`src/rtl/serial_frame_tx.sv`:
```
// Byte-to-serial transmitter: small FIFO feeding a start/8N/stop framer.
// Frames leave LSB-first on ser_out; back-to-back frames have no idle gap.
module serial_frame_tx #(
  parameter int CLKS_PER_BIT = 1,
  parameter int FIFO_DEPTH   = 4
) (
  input  logic       clk,
  input  logic       reset_n,
  input  logic [7:0] data_in,
  input  logic       data_valid,
  output logic       data_accept,
  input  logic       hold,
  output logic       ser_out,
  output logic       busy
);

  // state | meaning
  // IDLE  | line at 1, waiting for a buffered byte with hold low
  // START | start bit (0) for CLKS_PER_BIT cycles
  // DATA  | data bits, shreg[0] on the line, LSB first
  // STOP  | stop bit (1); may chain straight into the next START
  typedef enum logic [1:0] {
    IDLE  = 2'd0,
    START = 2'd1,
    DATA  = 2'd2,
    STOP  = 2'd3
  } state_t;

  localparam int PW = (FIFO_DEPTH > 1) ? $clog2(FIFO_DEPTH) : 1;
  localparam int CW = PW + 1;
  localparam int TW = (CLKS_PER_BIT > 1) ? $clog2(CLKS_PER_BIT) : 1;
  localparam logic [CW-1:0] FULL   = CW'(FIFO_DEPTH);
  localparam logic [TW-1:0] T_LAST = TW'(CLKS_PER_BIT - 1);

  state_t        state;
  logic [PW-1:0] wr_ptr;
  logic [PW-1:0] rd_ptr;
  logic [CW-1:0] count;
  logic [7:0]    mem [FIFO_DEPTH];
  logic [7:0]    shreg;
  logic [TW-1:0] timer;
  logic [2:0]    bit_idx;

  logic push;
  logic pop;
  logic bit_end;
  logic can_start;

  assign data_accept = (count != FULL);
  assign push        = data_valid && data_accept;
  assign bit_end     = (timer == T_LAST);
  assign can_start   = (count != '0) && !hold;
  assign busy        = (state != IDLE) || (count != '0);

  // hold only matters at the two frame-start decision points
  always_comb begin
    pop = 1'b0;
    case (state)
      IDLE:    pop = can_start;
      STOP:    pop = bit_end && can_start;
      default: pop = 1'b0;
    endcase
  end

  always_ff @(posedge clk) begin
    if (push) mem[wr_ptr] <= data_in;
  end

  always_ff @(posedge clk or negedge reset_n) begin
    if (!reset_n) begin
      wr_ptr <= '0;
      rd_ptr <= '0;
      count  <= '0;
    end else begin
      if (push) wr_ptr <= wr_ptr + PW'(1);
      if (pop)  rd_ptr <= rd_ptr + PW'(1);
      case ({push, pop})
        2'b10:   count <= count + CW'(1);
        2'b01:   count <= count - CW'(1);
        default: count <= count;
      endcase
    end
  end

  // ser_out is loaded with the level of the state being entered
  always_ff @(posedge clk or negedge reset_n) begin
    if (!reset_n) begin
      state   <= IDLE;
      ser_out <= 1'b1;
      shreg   <= '0;
      timer   <= '0;
      bit_idx <= '0;
    end else begin
      case (state)
        IDLE: begin
          ser_out <= 1'b1;
          timer   <= '0;
          if (pop) begin
            shreg   <= mem[rd_ptr];
            ser_out <= 1'b0;
            state   <= START;
          end
        end
        START: begin
          if (bit_end) begin
            timer   <= '0;
            bit_idx <= '0;
            ser_out <= shreg[0];
            state   <= DATA;
          end else begin
            timer <= timer + TW'(1);
          end
        end
        DATA: begin
          if (bit_end) begin
            timer <= '0;
            shreg <= {1'b0, shreg[7:1]};
            if (bit_idx == 3'd7) begin
              ser_out <= 1'b1;
              state   <= STOP;
            end else begin
              ser_out <= shreg[1];
              bit_idx <= bit_idx + 3'd1;
            end
          end else begin
            timer <= timer + TW'(1);
          end
        end
        STOP: begin
          if (bit_end) begin
            timer <= '0;
            if (pop) begin
              shreg   <= mem[rd_ptr];
              ser_out <= 1'b0;
              state   <= START;
            end else begin
              state <= IDLE;
            end
          end else begin
            timer <= timer + TW'(1);
          end
        end
        default: state <= IDLE;
      endcase
    end
  end

endmodule

```
`config.mk`:
```
export PLATFORM = sky130hd
export DESIGN_NAME = serial_frame_tx
export DESIGN_NICKNAME = d
export VERILOG_FILES = /design/src/rtl/serial_frame_tx.sv
export SDC_FILE = /design/constraint.sdc
export NUM_CORES = 1
export LEC_CHECK = 0
export CAP_MARGIN = 20
export CELL_PAD_IN_SITES_DETAIL_PLACEMENT = 0
export CELL_PAD_IN_SITES_GLOBAL_PLACEMENT = 1
export CORE_ASPECT_RATIO = 0.8
export CORE_MARGIN = 5
export CORE_UTILIZATION = 50
export DETAILED_ROUTE_END_ITERATION = 8
export GPL_ROUTABILITY_DRIVEN = 0
export GPL_TIMING_DRIVEN = 0
export PLACE_DENSITY_LB_ADDON = 0.25
export SYNTH_ARGS = -nofsm -noshare
export SYNTH_HDL_FRONTEND = slang
export SYNTH_SLANG_ARGS = --single-unit
```
`constraint.sdc`:
```
create_clock -name clk -period 4.3 [get_ports clk]
set_input_delay 1.075 -clock clk [delete_from_list [all_inputs] [get_ports clk]]
set_output_delay 1.075 -clock clk [all_outputs]
set_load 0.02 [all_outputs]
```
==> flow_metrics.tcl <==
set metrics [dict create \
    status "finished clean" \
    maxSlewViolCount 0 \
    power.ir.vdd_worst_uv 351 \
    worst_hold_path_type "reg -> reg" \
    grt_pass1_wl_um 7260 \
    coreArea_um2 4680 \
    cpMaxStageDelayCell "nor4_4" \
    rr_startpoint "state[0]" \
    first_global_vias 1484 \
    dr.pass1.iters 4 \
    startpoint "hold" \
    fill_cells 377 \
    holdCritStartpoint "shreg[4]" \
    tightest_slew_ns 0.543 \
    syn_area_per_cell_um2 13.9 \
    diodes 0 \
    slew-limit-headroom_pct 63.8 \
    ant_nets 0 \
    rsz0062_at_grt "false" \
    p_per_area_nw_per_um2 723 \
    synth_nets 200 \
    io_buffers 14 \
    pre_cts_ws_ns 0.967 \
    ff2ff_path_depth 9 \
    root_buffer "clkbuf_8" \
    max-cap-violations 0 \
    cts_tree "done" \
    worst_setup_path_end_kind "flop" \
    overflow 0 \
    crit_top_cell "xor2_1" \
    finalClockSkew_ns 0.00904 \
    p_int_w 0.00127 \
    drtIter0Drc 77 \
    viasPerCell 5.40 \
    comb_power_share_pct 45.1 \
    clk_latency_ns 0.31 \
    utilization_pct 59.4 \
    p_leak_nw 1.09 \
    p_seq_share_pct 40.3 \
    post_cts_buffers 0 \
    vias 1398 \
    period_needed_ns 3.06 \
    cp_cell_sequence "clkdlybuf4s50_1, nor4_4, ha_1, inv_1, fa_1, xor2_1, nor2_1, xor2_1" \
    syn-instance-count 176 \
    dpl.hpwl_um 3150 \
    synth_ff_type "edfxtp_1" \
    setup_ws_ns 1.24 \
    synth_edf_count 32 \
    setup_viol 0 \
    drc 0 \
    postCtsHoldBufs 0 \
    finalNetCount 222 \
    p_total_w 0.00201 \
    area_growth_pct 13.4 \
    grt_max_degree 22 \
    path_max_fanout 6 \
    worst_path_largest_cell_delay_ns 0.53 \
    syn_area_um2 2450 \
    fmax_mhz 327 \
    dieHeight_um 72.6 \
    synth_warnings 0 \
    drive_above_1_share_pct 16.1 \
    stdcell_area_um2 2780 \
    rr_endpoint "count[2]" \
    switchingPower_w 0.000739 \
    cts_sinks 53 \
    grt_use_total_pct 15.2 \
    reg2reg_slack_ns 1.69 \
    numCtsBuffers 5 \
    tns_ns 0 \
    min_to "shreg[4]" \
    cts_buffer_depth 2 \
    start_util_pct 52.4 \
    dpl_cell_area_um2 2670 \
    ios 15 \
    required_ns 4.53 \
    critPathArrivalTime_ns 3.28 \
    critical_path_class "in -> reg" \
    ys_ff_latch 53 \
    row_count 22 \
    swShare_pct 36.8 \
    pwr-share-clk_pct 14.6 \
    ys_seq_area_share_pct 60.7 \
    hold_violations 0 \
    drt_wl_total_um 4380 \
    post_cts_resized 0 \
    path_clk_slew_ns 0.10 \
    dieArea_um2 6410 \
    synth_cell_types 35 \
    hold_depth 1 \
    dieWidth_um 88.3 \
    final.period_utilization_pct 71.1 \
    antenna_found_initial 0 \
    h-tree-depth 2 \
    start_kind "input port" \
    wl_per_cell_um 16.9 \
    synth-async-reset-ratio_pct 39.6 \
]
## worst max-delay path by stage
stage	slack, ns	to
floorplan	1.74	count[2]
global placement	1.02	count[2]
detailed placement	0.97	count[2]
CTS	1.26	count[2]
global route	1.06	count[2]
finish	1.24	count[2]
## kinds of logic after synthesis
group / Yosys count / share of synthesized area [%]
AO/OA/AOI/OAI: 25 / 6.48
AND/OR/NAND/NOR: 38 / 8.98
buffers and inverters: 18 / 3.16
multiplexers: 23 / 11.8
flip-flops: 53 / 60.7
XOR/XNOR: 7 / 2.50
adder cells (fa/ha/maj): 12 / 6.43
## Yosys cell counts (2+ instances only)
cell	instances	area (um^2)
edfxtp_1	32	961
dfrtp_1	20	500
ha_1	11	138
inv_1	10	37.5
mux2_2	9	101
nor2_1	9	33.8
nand2_1	8	30.0
o21ai_0	8	40.0
mux2_4	7	105
nor2b_1	7	43.8
o22ai_1	7	43.8
mux2i_1	6	60.1
a211oi_1	5	37.5
clkbuf_1	5	18.8
and3_1	4	25.0
xor2_1	4	35.0
xnor2_1	3	26.3
a21oi_1	2	10.0
buf_2	2	10.0
nand3_1	2	10.0
## flip-flops by register name, indices dropped and copies added, names as in the netlist
register and cells:
wr_ptr 2, count 3, rd_ptr 2, ser_out 1, shreg 8, state 2
mem 32, bit_idx 3
## stage by stage
stage / hold slack [ns] / std cells
after CTS: 0.530 / 258
final: 0.532 / 259
after global routing: 0.546 / 259
after global placement: 0.489 / 250
after floorplan: 0.475 / 176
after detailed placement: 0.502 / 250
## worst max-delay path, delay by kind of cell
family	cells	cell delay [ns]
and+or+nand+nor	2	0.66
xor gates and xnor gates	2	0.33
buffers and inverters	2	0.56
adders and majority gates	2	0.65
## cell type report
class	count	area, um^2	share of cell area [%]
flip-flops and latches	53	1490	53.5
well taps	60	75.1	2.70
inverters	10	37.5	1.35
plain buffers	8	40.0	1.44
repair buffers	15	155	5.58
clock buffers	5	68.8	2.48
multi-input cells	105	887	31.9
clock inverters	3	28.8	1.04
## layer usage
metal	routed length [um]	up-vias	GRT usage [%]
li1	-	680	-
met5	0	-	0
met4	48	0	5.03
met1	2000	693	20.2
met3	129	5	3.50
met2	2200	20	24.7
## power groups by stage
stage	Clock, W	Sequential [W]	Combinational (W)
CTS	0.000302	0.000812	0.000917
global route	0.000317	0.000830	0.00101
finish	0.000293	0.000811	0.000906
global placement	0	0.000810	0.000864
detailed placement	0	0.000823	0.000911
floorplan	0	0.000802	0.000702
## placed cells by master, fill, tap and decap left out, types with 3 or more instances in the layout
master,count
edfxtp_1,32
dfrtp_1,20
clkdlybuf4s50_1,14
ha_1,11
inv_1,10
nor2_1,9
mux2_2,9
nand2_1,8
o21ai_0,8
nor2b_1,7
mux2_4,7
o22ai_1,7
mux2i_1,6
clkbuf_1,5
a211oi_1,5
clkbuf_8,5
and3_1,4
xor2_1,4
xnor2_1,3
(Power assumes the default switching activity.)
